$ cat src/rtl/ntsc_pkg.sv
// Shared timing constants, output levels and the line-state encoding for the
// 4fsc NTSC composite path.
package ntsc_pkg;

    localparam int HCNT_W = 10;

    // Line timing in 4fsc clocks
    localparam logic [HCNT_W-1:0] C_LINE_LEN  = 10'd910;
    localparam logic [HCNT_W-1:0] C_SYNC_LEN  = 10'd67;
    localparam logic [HCNT_W-1:0] C_BURST_STA = 10'd76;
    localparam logic [HCNT_W-1:0] C_BURST_LEN = 10'd36;
    localparam logic [HCNT_W-1:0] C_ACT_STA   = 10'd150;
    localparam logic [HCNT_W-1:0] C_ACT_LEN   = 10'd720;
    localparam logic [HCNT_W-1:0] C_PIPE_LAT  = 10'd2;

    localparam logic [HCNT_W-1:0] C_BURST_END = C_BURST_STA + C_BURST_LEN;
    localparam logic [HCNT_W-1:0] C_ACT_END   = C_ACT_STA + C_ACT_LEN;
    // Fetch window leads the active window by the converter latency
    localparam logic [HCNT_W-1:0] C_REQ_STA   = C_ACT_STA - C_PIPE_LAT;
    localparam logic [HCNT_W-1:0] C_REQ_END   = C_ACT_END - C_PIPE_LAT;

    // Output codes and gains
    localparam logic [7:0] C_SYNC_LVL  = 8'd4;
    localparam logic [7:0] C_BLANK_LVL = 8'd60;
    localparam logic [7:0] C_BURST_AMP = 8'd20;
    localparam logic [7:0] C_Y_GAIN    = 8'd150;

    typedef enum logic [2:0] {
        ST_SYNC   = 3'd0,
        ST_BP1    = 3'd1,
        ST_BURST  = 3'd2,
        ST_BP2    = 3'd3,
        ST_ACTIVE = 3'd4,
        ST_FP     = 3'd5
    } state_t;

    // Line region for a given position; a vblank line never enters ACTIVE
    function automatic state_t decode_state(input logic [HCNT_W-1:0] h,
                                            input logic vbl);
        state_t s;
        if (h < C_SYNC_LEN)
            s = ST_SYNC;
        else if (h < C_BURST_STA)
            s = ST_BP1;
        else if (h < C_BURST_END)
            s = ST_BURST;
        else if (h < C_ACT_STA)
            s = ST_BP2;
        else if ((h < C_ACT_END) && !vbl)
            s = ST_ACTIVE;
        else
            s = ST_FP;
        return s;
    endfunction

endpackage

$ cat src/rtl/ntsc_comp_mix.sv
// Combinational composite mixer: picks the chroma/burst term for the current
// subcarrier phase, adds level and scaled luma, and clamps to the DAC range.
module ntsc_comp_mix
    import ntsc_pkg::*;
#(
    parameter int DATA_W = 8,
    parameter int COEF_W = 8
) (
    input  state_t                    state,
    input  logic [1:0]                ph,
    input  logic [DATA_W-1:0]         yy,
    input  logic signed [DATA_W-1:0]  uu,
    input  logic signed [DATA_W-1:0]  vv,
    output logic [DATA_W-1:0]         video
);

    // Headroom for level + luma + chroma/2, including a negative excursion
    localparam int SUM_W = DATA_W + 3;

    logic [DATA_W+COEF_W-1:0] y_prod;
    logic [DATA_W-1:0]        y_term;
    logic signed [DATA_W:0]   chroma;
    logic signed [DATA_W:0]   chroma_half;
    logic signed [DATA_W:0]   burst;
    logic signed [SUM_W-1:0]  sum;

    // Clamp an out-of-range signed sum to [0, 2^DATA_W-1]
    function automatic logic [DATA_W-1:0] sat_unsigned(input logic signed [SUM_W-1:0] x);
        logic [DATA_W-1:0] r;
        if (x[SUM_W-1])
            r = '0;
        else if (|x[SUM_W-2:DATA_W])
            r = '1;
        else
            r = x[DATA_W-1:0];
        return r;
    endfunction

    // Luma scale (Q0.8 gain) and phase-selected chroma/burst terms
    always_comb begin
        y_prod = yy * C_Y_GAIN;
        y_term = y_prod[DATA_W+COEF_W-1:COEF_W];
        chroma = '0;
        burst  = '0;
        // Negation is done at DATA_W+1 bits so -(-128) stays +128
        case (ph)
            2'd0: chroma = $signed({uu[DATA_W-1], uu});
            2'd1: chroma = $signed({vv[DATA_W-1], vv});
            2'd2: chroma = -$signed({uu[DATA_W-1], uu});
            default: chroma = -$signed({vv[DATA_W-1], vv});
        endcase
        case (ph)
            2'd0: burst = -$signed({1'b0, C_BURST_AMP});
            2'd2: burst = $signed({1'b0, C_BURST_AMP});
            default: burst = '0;
        endcase
        chroma_half = chroma >>> 1;
    end

    // Region-dependent composite sum, then clamp
    always_comb begin
        sum = $signed({{(SUM_W-DATA_W){1'b0}}, C_BLANK_LVL});
        case (state)
            ST_SYNC:
                sum = $signed({{(SUM_W-DATA_W){1'b0}}, C_SYNC_LVL});
            ST_BURST:
                sum = $signed({{(SUM_W-DATA_W){1'b0}}, C_BLANK_LVL})
                    + $signed({{(SUM_W-DATA_W-1){burst[DATA_W]}}, burst});
            ST_ACTIVE:
                sum = $signed({{(SUM_W-DATA_W){1'b0}}, C_BLANK_LVL})
                    + $signed({{(SUM_W-DATA_W){1'b0}}, y_term})
                    + $signed({{(SUM_W-DATA_W-1){chroma_half[DATA_W]}}, chroma_half});
            default:
                sum = $signed({{(SUM_W-DATA_W){1'b0}}, C_BLANK_LVL});
        endcase
        video = sat_unsigned(sum);
    end

endmodule

$ cat src/rtl/ntsc_comp_seq.sv
// NTSC line sequencer and composite encoder: line/phase counters, registered
// line-region FSM, pixel-fetch strobe and the registered composite sample.
module ntsc_comp_seq
    import ntsc_pkg::*;
#(
    parameter int DATA_W = 8,
    parameter int COEF_W = 8
) (
    input  logic                      CK_i,
    input  logic                      AR_i,
    input  logic                      CK_EE_i,
    input  logic                      LINE_STA_i,
    input  logic                      VBLANK_i,
    input  logic [DATA_W-1:0]         YYs_i,
    input  logic signed [DATA_W-1:0]  UUs_i,
    input  logic signed [DATA_W-1:0]  VVs_i,
    output logic                      RD_REQ_o,
    output logic [HCNT_W-1:0]         HCNTs_o,
    output logic [1:0]                PHs_o,
    output logic [DATA_W-1:0]         VIDEOs_o
);

    logic [HCNT_W-1:0] hcnt, hcnt_nxt;
    logic [1:0]        ph;
    logic              vbl_lat, vbl_nxt;
    logic              rd_req, rd_req_nxt;
    state_t            state, state_nxt;
    logic [DATA_W-1:0] video_p0;
    logic [DATA_W-1:0] video_p1;

    // Next line position, vblank latch and region; line start beats wrap
    always_comb begin
        hcnt_nxt = hcnt + 10'd1;
        vbl_nxt  = vbl_lat;
        if (LINE_STA_i) begin
            hcnt_nxt = '0;
            vbl_nxt  = VBLANK_i;
        end else if (hcnt == C_LINE_LEN - 10'd1) begin
            hcnt_nxt = '0;
        end
        state_nxt  = decode_state(hcnt_nxt, vbl_nxt);
        rd_req_nxt = !vbl_nxt && (hcnt_nxt >= C_REQ_STA) && (hcnt_nxt < C_REQ_END);
    end

    // Counters, latch, strobe and state advance only on enabled clocks
    always_ff @(posedge CK_i or posedge AR_i) begin
        if (AR_i) begin
            hcnt    <= '0;
            ph      <= '0;
            vbl_lat <= 1'b0;
            rd_req  <= 1'b0;
            state   <= ST_SYNC;
        end else if (CK_EE_i) begin
            hcnt    <= hcnt_nxt;
            ph      <= ph + 2'd1;
            vbl_lat <= vbl_nxt;
            rd_req  <= rd_req_nxt;
            state   <= state_nxt;
        end
    end

    // ---- stage p0: composite mix of current state, phase and pixel ----
    ntsc_comp_mix #(
        .DATA_W (DATA_W),
        .COEF_W (COEF_W)
    ) u_mix (
        .state (state),
        .ph    (ph),
        .yy    (YYs_i),
        .uu    (UUs_i),
        .vv    (VVs_i),
        .video (video_p0)
    );

    // ---- stage p1: registered DAC sample ----
    // Output sample register; cleared by reset so an aborted line emits nothing
    always_ff @(posedge CK_i or posedge AR_i) begin
        if (AR_i)
            video_p1 <= '0;
        else if (CK_EE_i)
            video_p1 <= video_p0;
    end

    assign RD_REQ_o = rd_req;
    assign HCNTs_o  = hcnt;
    assign PHs_o    = ph;
    assign VIDEOs_o = video_p1;

endmodule

$ cat config.mk
export PLATFORM = sky130hd
export DESIGN_NAME = ntsc_comp_seq
export DESIGN_NICKNAME = d
export VERILOG_FILES = /design/src/rtl/ntsc_pkg.sv /design/src/rtl/ntsc_comp_mix.sv /design/src/rtl/ntsc_comp_seq.sv
export SDC_FILE = /design/constraint.sdc
export NUM_CORES = 1
export LEC_CHECK = 0
export BUFFER_PORTS_ARGS = -buffer_cell sky130_fd_sc_hd__buf_4
export CORE_UTILIZATION = 60
export CTS_BUF_LIST = sky130_fd_sc_hd__clkbuf_8
export CTS_CLUSTER_DIAMETER = 150
export DETAILED_ROUTE_END_ITERATION = 12
export GPL_TIMING_DRIVEN = 0
export PLACE_DENSITY = 0.82
export SKIP_CTS_REPAIR_TIMING = 1
export SYNTH_ARGS = -nofsm -noshare
export SYNTH_HDL_FRONTEND = slang
export SYNTH_HIERARCHICAL = 1
export SYNTH_SLANG_ARGS = --single-unit
$ cat constraint.sdc
create_clock -name CK_i -period 4.33 [get_ports CK_i]
set_clock_uncertainty 0.05 [all_clocks]
set_input_delay 0.2165 -clock CK_i [delete_from_list [all_inputs] [get_ports CK_i]]
set_output_delay 0.2165 -clock CK_i [all_outputs]
set_load 0.03 [all_outputs]
### After elaboration in Yosys (flattened, before gate mapping)

Cells that the tools add are included.

* add/subtract/negate cells: 7
* multiply operators: 1
* magnitude comparators: 7
* equality and inequality tests: 5
* multiplexer cells: 13
* reductions and logical operators: 7

Operator list (number)
* $pmux 11 s3: 1
* $lt 10x7->1 const B: 3
* $pmux 9 s3: 1
* $lt 10x10->1 const B: 2
* $mux 10: 2
* $neg 8->9: 2
* $pmux 9 s2: 1
* $mux 8: 2
* $mul 8x7->15 const B: 1
* $mux 3: 4
* $add 10x8->11: 1
* $add 10x1->10 const B: 1
* $add 7x9->10 const A: 1
* $eq 10x10->1 const B: 1
* $ge 10x8->1 const B: 1
* $lt 10x8->1 const B: 1
* $add 6x8->9 const A: 1
* $eq 3x2->1 const B: 1
* $eq 3x3->1 const B: 1
* $logic_and 1x1->1: 3
* $logic_not 3->1: 1
* $add 2x1->2 const B: 1
* $eq 2x1->1 const B: 1
* $eq 2x2->1 const B: 1
* other kinds (4): 5

* register bits: 25
* bits of input ports: 29
* output and inout port bits: 21
* word-level logic and storage cells: 46

### Longest topological paths before layout

Gate-level depths: netlist of run 1.

* depth after elaboration: 10
* gate-level depth with buffers: 25
* mapped depth without buffers: 25

### Modules after synthesis

Netlist of run 1, hierarchy kept.

By module, submodules not included
* ntsc_comp_mix: times used 1, cells an instance 281, area each 2117.0 um^2, seq. area each 0.0 um^2
* ntsc_comp_seq: times used 1, cells an instance 218, area each 1954.4 um^2, seq. area each 625.6 um^2

### Worst setup path before layout of run 1

No wires, ideal clock.

* kind: in2reg
* start: input port YYs_i[4]
* end: register video_p1[2] (netlist: VIDEOs_o[2])
* setup time: 0.125 ns
* data arrival time: 5.343 ns
* required time: 4.155 ns
* path slack: -1.188 ns
* stages: 24
* buffers on the path: 0
* cell sequence: ha_1 -> ha_1 -> inv_1 -> fa_1 -> fa_1 -> inv_1 -> ha_1 -> a21oi_1 -> a21boi_2 -> o21ai_0 -> or3b_2 -> nand2_1 -> ha_1 -> o21ai_0 -> xor2_1 -> ha_1 -> nand3_1 -> nor4_1 -> nor3_1 -> xnor2_1 -> or3_1 -> nand2_2 -> o21ai_1 -> mux2_2

* longest elaborated chain between the ends: 7

Ends and longest elaborated chain
* start: declaration: line ntsc_comp_seq.sv:14 `input logic [DATA_W-1:0] YYs_i,`
* $mul 8x7->15 *: line ntsc_comp_mix.sv:41 `y_prod = yy * C_Y_GAIN;`
* $add 6x8->9 *: line ntsc_comp_mix.sv:71 `+ $signed({{(SUM_W-DATA_W){1'b0}}, y_term})`
* $add 10x8->11 *: line ntsc_comp_mix.sv:72 `+ $signed({{(SUM_W-DATA_W-1){chroma_half[DATA_W]}}, chroma_half});`
* $pmux 11 s3 *: line ntsc_comp_mix.sv:63 `case (state)`
* $reduce_or 2->1: line ntsc_comp_mix.sv:32 `else if (|x[SUM_W-2:DATA_W])`
* $mux 8: line ntsc_comp_mix.sv:32
* $mux 8 *: line ntsc_comp_mix.sv:30 `if (x[SUM_W-1])`
* named net video_p0[2]: line ntsc_comp_seq.sv:28 `logic [DATA_W-1:0] video_p0;`
* end signal: assignment: line ntsc_comp_seq.sv:81 `video_p1 <= video_p0;`
* end: declaration: line ntsc_comp_seq.sv:29 `logic [DATA_W-1:0] video_p1;`

Mark *: on every way through the listed nets, which the timed path passes. The rest lies on a longest branch.
A chain may end at the register's enable or synchronous reset.

### Worst setup path in the final report of run 1

* start: input port YYs_i[6]
* end: register video_p1[1] (netlist: VIDEOs_o[1])

The elaborated chain is that of the path after synthesis.

==> results of run 1 <==
-- cells in the mapped netlist, types with 4 or more instances --
cell type / n / share of area (%)
a211oi_1: 6 / 1.1
a21o_1: 5 / 0.92
a21oi_1: 36 / 4.4
a31oi_1: 7 / 1.1
and2_1: 6 / 0.92
and3_1: 8 / 1.2
buf_2: 11 / 1.4
buf_6: 4 / 1.1
clkbuf_1: 10 / 0.92
dfrtp_1: 25 / 15
fa_1: 7 / 3.4
ha_1: 50 / 15
inv_1: 33 / 3.0
mux2_2: 11 / 3.0
nand2_1: 32 / 3.0
nand2b_1: 15 / 2.3
nand3_1: 20 / 2.5
nand4_1: 4 / 0.61
nor2_1: 29 / 2.7
nor3_1: 12 / 1.5
nor3b_1: 6 / 1.1
nor4_1: 7 / 1.1
o211ai_1: 5 / 0.92
o21ai_0: 34 / 4.2
o21bai_1: 4 / 0.74
o22ai_1: 8 / 1.2
xnor2_1: 11 / 2.4
xor2_1: 7 / 1.5
-- kinds of logic (layout without fill, tap and decap cells) --
| group | Yosys count | in the layout |
|---|---|---|
| xor+xnor | 19 | 19 |
| compound gates | 150 | 150 |
| simple gates | 172 | 172 |
| mux | 16 | 16 |
| flops | 25 | 25 |
| buf+inv | 60 | 122 |
| fa+ha+maj | 57 | 57 |
-- metal layers --
layer  routed length [um]  part of all wire, %
met1                 5300                   44
met2                 5670                   47
met3                  811                  6.8
met4                  172                  1.4
met5                    0                    0
-- worst max-delay path by stage --
stage	to	from	slack, ns
after floorplan	VIDEOs_o[3]	YYs_i[4]	-0.94
after global placement	VIDEOs_o[3]	YYs_i[4]	-1.42
after detailed placement	VIDEOs_o[4]	YYs_i[3]	-1.49
after CTS	VIDEOs_o[4]	YYs_i[4]	-1.22
after global routing	VIDEOs_o[2]	YYs_i[6]	-1.28
final	VIDEOs_o[1]	YYs_i[6]	-1.13
-- worst max-delay path: stages --
cell      delay [ns]
buf_8           0.10
ha_4            0.23
ha_4            0.26
inv_2           0.03
fa_1            0.48
fa_1            0.56
inv_2           0.06
ha_4            0.29
nand2_2         0.04
a221o_2         0.38
a21boi_4        0.27
o21ai_1         0.08
or3b_4          0.26
nand2_4         0.05
ha_4            0.17
xor2_1          0.15
xnor2_1         0.14
ha_2            0.38
nand3_2         0.13
a21oi_4         0.20
nor3_2          0.08
xnor2_1         0.14
or3_4           0.39
a21oi_2         0.17
nor2_2          0.06
mux2_4          0.25
-- per-stage QoR --
step / power (W) / hold slack (ns) / utilization, %
final: 0.00296 / 0.0841 / 77.8
after global routing: 0.00315 / 0.135 / 77.8
after CTS: 0.00233 / 0.130 / 72.3
after detailed placement: 0.00217 / 0.422 / 71.6
after global placement: 0.00213 / 0.407 / 71.6
after floorplan: 0.00177 / 0.194 / -
-- cell type report --
class,count,area [um^2],area share (%)
buffer,26,148,2.94
clock buffer,3,41.3,0.822
clock inverter,1,7.51,0.149
inverter,33,124,2.47
multi-input combinational,414,3520,70.1
sequential,25,626,12.5
tap,77,96.3,1.92
timing repair buffer,59,458,9.11
-- flip-flops by register name (all words and copies together) (netlist names) --
| register | count |
|---|---|
| vbl_lat | 1 |
| VIDEOs_o | 8 |
| HCNTs_o | 10 |
| PHs_o | 2 |
| RD_REQ_o | 1 |
| state | 3 |
-- report_power, final --
group | internal [W] | switching (W) | total [W]
Clock | 0.0000657 | 0.0000893 | 0.000155
Combinational | 0.00108 | 0.00145 | 0.00253
Sequential | 0.000249 | 0.0000242 | 0.000273
==> qor.log, run 1 <==
[finish] commonest non-fill, non-tap cell in the layout buf_4
[finish] final design area excluding fillers 0.00502 mm^2
[grt] first-pass GRT wire length 18.0 mm
[finish] net count of the finished layout 648
[finish] fill cell count 464
[grt] met2 GRT Util 51.8%
[placement] RD Place Congestion 0.963
[worst_setup_path] worst reg2reg path startpoint PHs_o[0]
[logic_synthesis] xor/xnor share of the synthesized area 4.27%
[floorplan] IO Pins 50
[worst_setup_path] number of cell instances on the worst register-to-register path 13
[finish] Area Growth Syn to Fin 23.4%
[placement] HPWL reported at the end of detailed placement 8.65 mm
[placement] Buffers on Ports 48
[timing] final count of pins violating max slew 0
[run_status] outcome finished, violations left
[cts] clock root buffer clkbuf_8
[finish] commonest non-fill, non-tap cells in the layout buf_4 (57), ha_1 (39), inv_1 (31), o21ai_0 (28)
[worst_setup_path] kind of start point of the critical path input pin
[timing] Sum Neg Setup Slack -8.84 ns
[logic_synthesis] number of synthesized flops with an enable pin 0
[placement] Inst Count DP 624
[grt] pin count of the biggest net entering global routing 26
[worst_setup_path] required time reported for the critical path endpoint 4.45 ns
[logic_synthesis] most used flip-flop cell after synthesis dfrtp_1
[logic_synthesis] Avg Inst Size Synth 8.16 um^2
[floorplan] CORE AREA 0.00646 mm^2
[worst_setup_path] element type at the critical path end flip-flop
[logic_synthesis] synth unique cells 84
[finish] fin cells 638
[timing] Max Clk Rate 183 MHz
[timing] unrepaired setup endpoints after global routing true
[grt] number of global-route vias before repair 3886
[cts] number of sinks handled by clock tree synthesis 25
[finish] layout cell share with drive strength beyond 1 29.6%
[floorplan] die area 0.00712 mm^2
[logic_synthesis] fraction of synthesized area in multiplexers 4.89%
[grt] global route overflow 0
[logic_synthesis] synth warn 6
[logic_synthesis] largest family of logic cells by synthesized area compound AO/OA/AOI/OAI gates
[power] Static Leakage 2.23 nW
[worst_setup_path] capture point of the worst reg-to-reg path VIDEOs_o[1]
[worst_setup_path] data arrival at the endpoint of the critical path 5.58 ns
[grt] GR met3 Demand/Resource 5.60%
[floorplan] Die Span X 84.4 um
[routing] number of DRC violations after detailed-routing iteration 0 332
[timing] post-route worst setup slack -1.13 ns
[worst_setup_path] category of the critical setup timing path input pin to flip-flop
[grt] All-Layer GR Usage 31.0%
[logic_synthesis] Synth Area in Compound Gates 25.9%
[logic_synthesis] synthesized-area fraction occupied by and/or/nand/nor cells 24.1%
[placement] post-placement setup slack -1.49 ns
[floorplan] FP Rows 29
[timing] final cycle utilization of the critical path 126%
[cts] TritonCTS clock tree built
[worst_hold_path] worst hold-check path type input pin to asynchronous set/reset pin
[logic_synthesis] adder and majority cell fraction of the synthesized area 18.8%
[logic_synthesis] cells after synthesis 499
[routing] via total after detailed routing 4227
[cts] CTS Buf Count 3
[timing] minimum clock period after layout 5.46 ns
[routing] post-route DRC violation count 3
[grt] number of antenna violations at the first check in global routing 0
[cts] CTS H-Tree Depth 1
[worst_setup_path] Register-to-Register Setup Slack 0.10 ns
[timing] Max-Slew Margin vs Limit 37.4%
[placement] post-detailed-placement cell area 0.00462 mm^2
[logic_synthesis] Post-Synthesis Net Count 585
[run_status] failing checks DRC, setup timing
[power] total power divided by cell area 588 mW/mm^2
[timing] Hold Fails Final Rpt 0
[cts] clock slew at reported path FFs 0.10 ns
[run] MaxCap Viol Count 0
[grt] global routing usage on met1 42.9%
[floorplan] starting density of the core 63.0%
[finish] antenna cells 0
[worst_setup_path] Critical Path Fanout Max 5
[power] IR Drop Worst-Case VDD 0.000368 V
[logic_synthesis] post-synthesis instance area 0.00407 mm^2
[routing] sum of routed wire length over all layers 12.0 mm
[floorplan] Die H 84.4 um
[routing] wire per inst 18.7 um
[timing] Final setup violation count 8
[cts] maximum number of buffers from clock root to sink 2
[routing] first drt pass iteration count 9
[logic_synthesis] total of flip-flops plus latches after synthesis 25
[logic_synthesis] fraction of registers with async set or reset after synthesis 100%
[timing] measured slew at the worst slew-check pin 0.937 ns
[grt] layer with the highest usage after global routing met2
[routing] remaining antenna violation count after routing 0
[cts] Clk Latency, worst-skew pair 0.29 ns
[logic_synthesis] share of the yosys chip area belonging to registers 15.4%
[routing] Via density 6.63
Note: power is estimated with default switching activity, not from simulation.
==> run 2, diff against run 1 <==
- CORE_ASPECT_RATIO: not set -> 1.25
==> qor.log, run 2 (synthesized netlist as in run 1, its figures left out) <==
[power] Pwr Total 0.00301 W [was 0.00296 W]
[placement] post-placement setup slack -1.52 ns [was -1.49 ns]
[power] switching part of the total power 51.9% [was 52.8%]
[worst_setup_path] Register-to-Register Setup Slack 0.01 ns [was 0.10 ns]
[power] Static Leakage 2.24 nW [was 2.23 nW]
[timing] Final setup violation count 8 [unchanged]
[placement] post-detailed-placement cell area 0.00463 mm^2 [was 0.00462 mm^2]
[worst_setup_path] worst reg2reg path startpoint PHs_o[0] [unchanged]
[finish] final design area excluding fillers 0.00505 mm^2 [was 0.00502 mm^2]
[run] MaxCap Viol Count 0 [unchanged]
[floorplan] IO Pins 50 [unchanged]
[routing] number of DRC violations after detailed-routing iteration 0 324 [was 332]
[placement] Inst Count DP 634 [was 624]
[cts] maximum number of buffers from clock root to sink 2 [unchanged]
[worst_setup_path] capture point of the worst reg-to-reg path VIDEOs_o[1] [unchanged]
[timing] minimum clock period after layout 5.63 ns [was 5.46 ns]
[finish] net count of the finished layout 645 [was 648]
[worst_setup_path] number of cell instances on the worst register-to-register path 13 [unchanged]
[cts] Clk Latency, worst-skew pair 0.26 ns [was 0.29 ns]
[worst_setup_path] element type at the critical path end flip-flop [unchanged]
[cts] CTS H-Tree Depth 1 [unchanged]
[grt] global route overflow 0 [unchanged]
[floorplan] CORE AREA 0.00657 mm^2 [was 0.00646 mm^2]
[cts] number of sinks handled by clock tree synthesis 25 [unchanged]
[power] proportion of power drawn by flip-flops and latches 9.1% [was 9.2%]
[finish] Area Growth Syn to Fin 24.1% [was 23.4%]
[floorplan] die area 0.00712 mm^2 [about the same]
[cts] clock slew at reported path FFs 0.08 ns [was 0.10 ns]
[grt] number of global-route vias before repair 3655 [was 3886]
[finish] commonest non-fill, non-tap cells in the layout buf_4 (54), ha_1 (38), inv_1 (32), a21oi_1 (32), o21ai_0 (31) [was buf_4 (57), ha_1 (39), inv_1 (31), o21ai_0 (28)]
[worst_setup_path] required time reported for the critical path endpoint 4.43 ns [was 4.45 ns]
[worst_setup_path] category of the critical setup timing path input pin to flip-flop [unchanged]
[cts] clock root buffer clkbuf_8 [unchanged]
[routing] post-route DRC violation count 0 [was 3]
[finish] fill cell count 463 [was 464]
[routing] remaining antenna violation count after routing 0 [unchanged]
[cts] TritonCTS clock tree built [unchanged]
[worst_setup_path] kind of start point of the critical path input pin [unchanged]
[placement] HPWL reported at the end of detailed placement 8.89 mm [was 8.65 mm]
[run_status] outcome finished, violations left [unchanged]
[timing] measured slew at the worst slew-check pin 0.904 ns [was 0.937 ns]
[run_status] failing checks setup timing [was DRC, setup timing]
[power] internal power contribution 0.00145 W [was 0.00140 W]
[placement] Buffers on Ports 48 [unchanged]
[finish] antenna cells 0 [unchanged]
[timing] final cycle utilization of the critical path 130% [was 126%]
[finish] layout cell share with drive strength beyond 1 27.6% [was 29.6%]
[floorplan] Die Span X 75.7 um [was 84.4 um]
[placement] RD Place Congestion 0.931 [was 0.963]
[timing] unrepaired setup endpoints after global routing true [unchanged]
[grt] All-Layer GR Usage 30.2% [was 31.0%]
[timing] final count of pins violating max slew 0 [unchanged]
[worst_setup_path] Critical Path Fanout Max 6 [was 5]
[timing] Max Clk Rate 178 MHz [was 183 MHz]
[floorplan] Die H 94.1 um [was 84.4 um]
[grt] pin count of the biggest net entering global routing 26 [unchanged]
[timing] Max-Slew Margin vs Limit 39.7% [was 37.4%]
[worst_hold_path] worst hold-check path type input pin to asynchronous set/reset pin [unchanged]
[timing] Hold Fails Final Rpt 0 [unchanged]
[timing] post-route worst setup slack -1.30 ns [was -1.13 ns]
[floorplan] starting density of the core 62.0% [was 63.0%]
[finish] Seq. cell area 626 um^2 [unchanged]
[routing] Via density 6.66 [was 6.63]
[cts] CTS Buf Count 3 [unchanged]
[routing] first drt pass iteration count 5 [was 9]
[routing] via total after detailed routing 4297 [was 4227]
[power] combinational fraction of design power 86.6% [was 85.5%]
[power] total net switching power 0.00156 W [about the same]
[finish] fin cells 645 [was 638]
[finish] max reg flops 10 [unchanged]
[routing] wire per inst 19.1 um [was 18.7 um]
[finish] commonest non-fill, non-tap cell in the layout buf_4 [unchanged]
[power] IR Drop Worst-Case VDD 0.000598 V [was 0.000368 V]
[routing] sum of routed wire length over all layers 12.3 mm [was 12.0 mm]
[power] total power divided by cell area 595 mW/mm^2 [was 588 mW/mm^2]
[finish] area of the multi-input gates 0.00356 mm^2 [was 0.00352 mm^2]
[floorplan] FP Rows 33 [was 29]
[power] share of total power in the clock network 4.3% [was 5.2%]
[grt] number of antenna violations at the first check in global routing 0 [unchanged]
[grt] first-pass GRT wire length 16.7 mm [was 18.0 mm]
[worst_setup_path] data arrival at the endpoint of the critical path 5.72 ns [was 5.58 ns]
## run 2: power groups by stage
stage | clock network (W) | registers, W | logic [W]
CTS | 0.000134 | 0.000271 | 0.00192
floorplan | 0 | 0.000298 | 0.00148
global route | 0.000143 | 0.000275 | 0.00278
finish | 0.000130 | 0.000272 | 0.00261
global placement | 0 | 0.000275 | 0.00184
detailed placement | 0 | 0.000276 | 0.00190
## run 2: worst max-delay path by stage
stage               cells after the start     endpoint      from
detailed placement                     26  VIDEOs_o[6]  YYs_i[4]
floorplan                              25  VIDEOs_o[3]  YYs_i[4]
finish                                 25  VIDEOs_o[7]  YYs_i[4]
CTS                                    26  VIDEOs_o[6]  YYs_i[4]
global placement                       25  VIDEOs_o[6]  YYs_i[4]
global route                           24  VIDEOs_o[2]  YYs_i[4]
## run 2: area by class of cell
cell class	count	area share, %
Clock buffer	3	0.817
Multi-Input combinational cell	414	70.5
Tap cell	87	2.15
Buffer	26	2.95
Clock inverter	1	0.0743
Inverter	33	2.45
Sequential cell	25	12.4
Timing Repair Buffer	56	8.72
## run 2: worst max-delay path, cell delays in order
cell and delay, ns:
buf_12 0.11, ha_4 0.24, ha_4 0.26, inv_2 0.03, fa_1 0.45, fa_1 0.52, inv_2 0.05, ha_4 0.28
nand2_2 0.04, a221o_2 0.38, a2bb2oi_4 0.20, and2_4 0.23, a21oi_4 0.18, buf_4 0.16, xor2_4 0.20, xor2_2 0.35
ha_4 0.29, buf_6 0.13, a21o_1 0.17, a211oi_2 0.25, a21oi_1 0.11, nand4b_1 0.33, nand2_4 0.17, a21oi_1 0.09
mux2_4 0.27
## run 2: through the flow
stage | TNS (ns) | hold slack, ns | utilization (%)
global route | -11.93 | 0.158 | 77.0
floorplan | -7.48 | 0.194 | -
detailed placement | -11.93 | 0.411 | 70.6
CTS | -9.86 | 0.125 | 71.3
finish | -10.25 | 0.100 | 77.0
global placement | -11.16 | 0.409 | 70.6
## run 2: routing by layer
metal | part of all wire, % | vias up | wire length [um] | track usage, %
met3 | 6.4 | 38 | 791 | 1.72
met4 | 2.6 | 0 | 319 | 11.9
li1 | - | 1985 | - | -
met1 | 39 | 2048 | 4790 | 36.7
met2 | 52 | 226 | 6410 | 54.2
met5 | 0 | - | 0 | 0
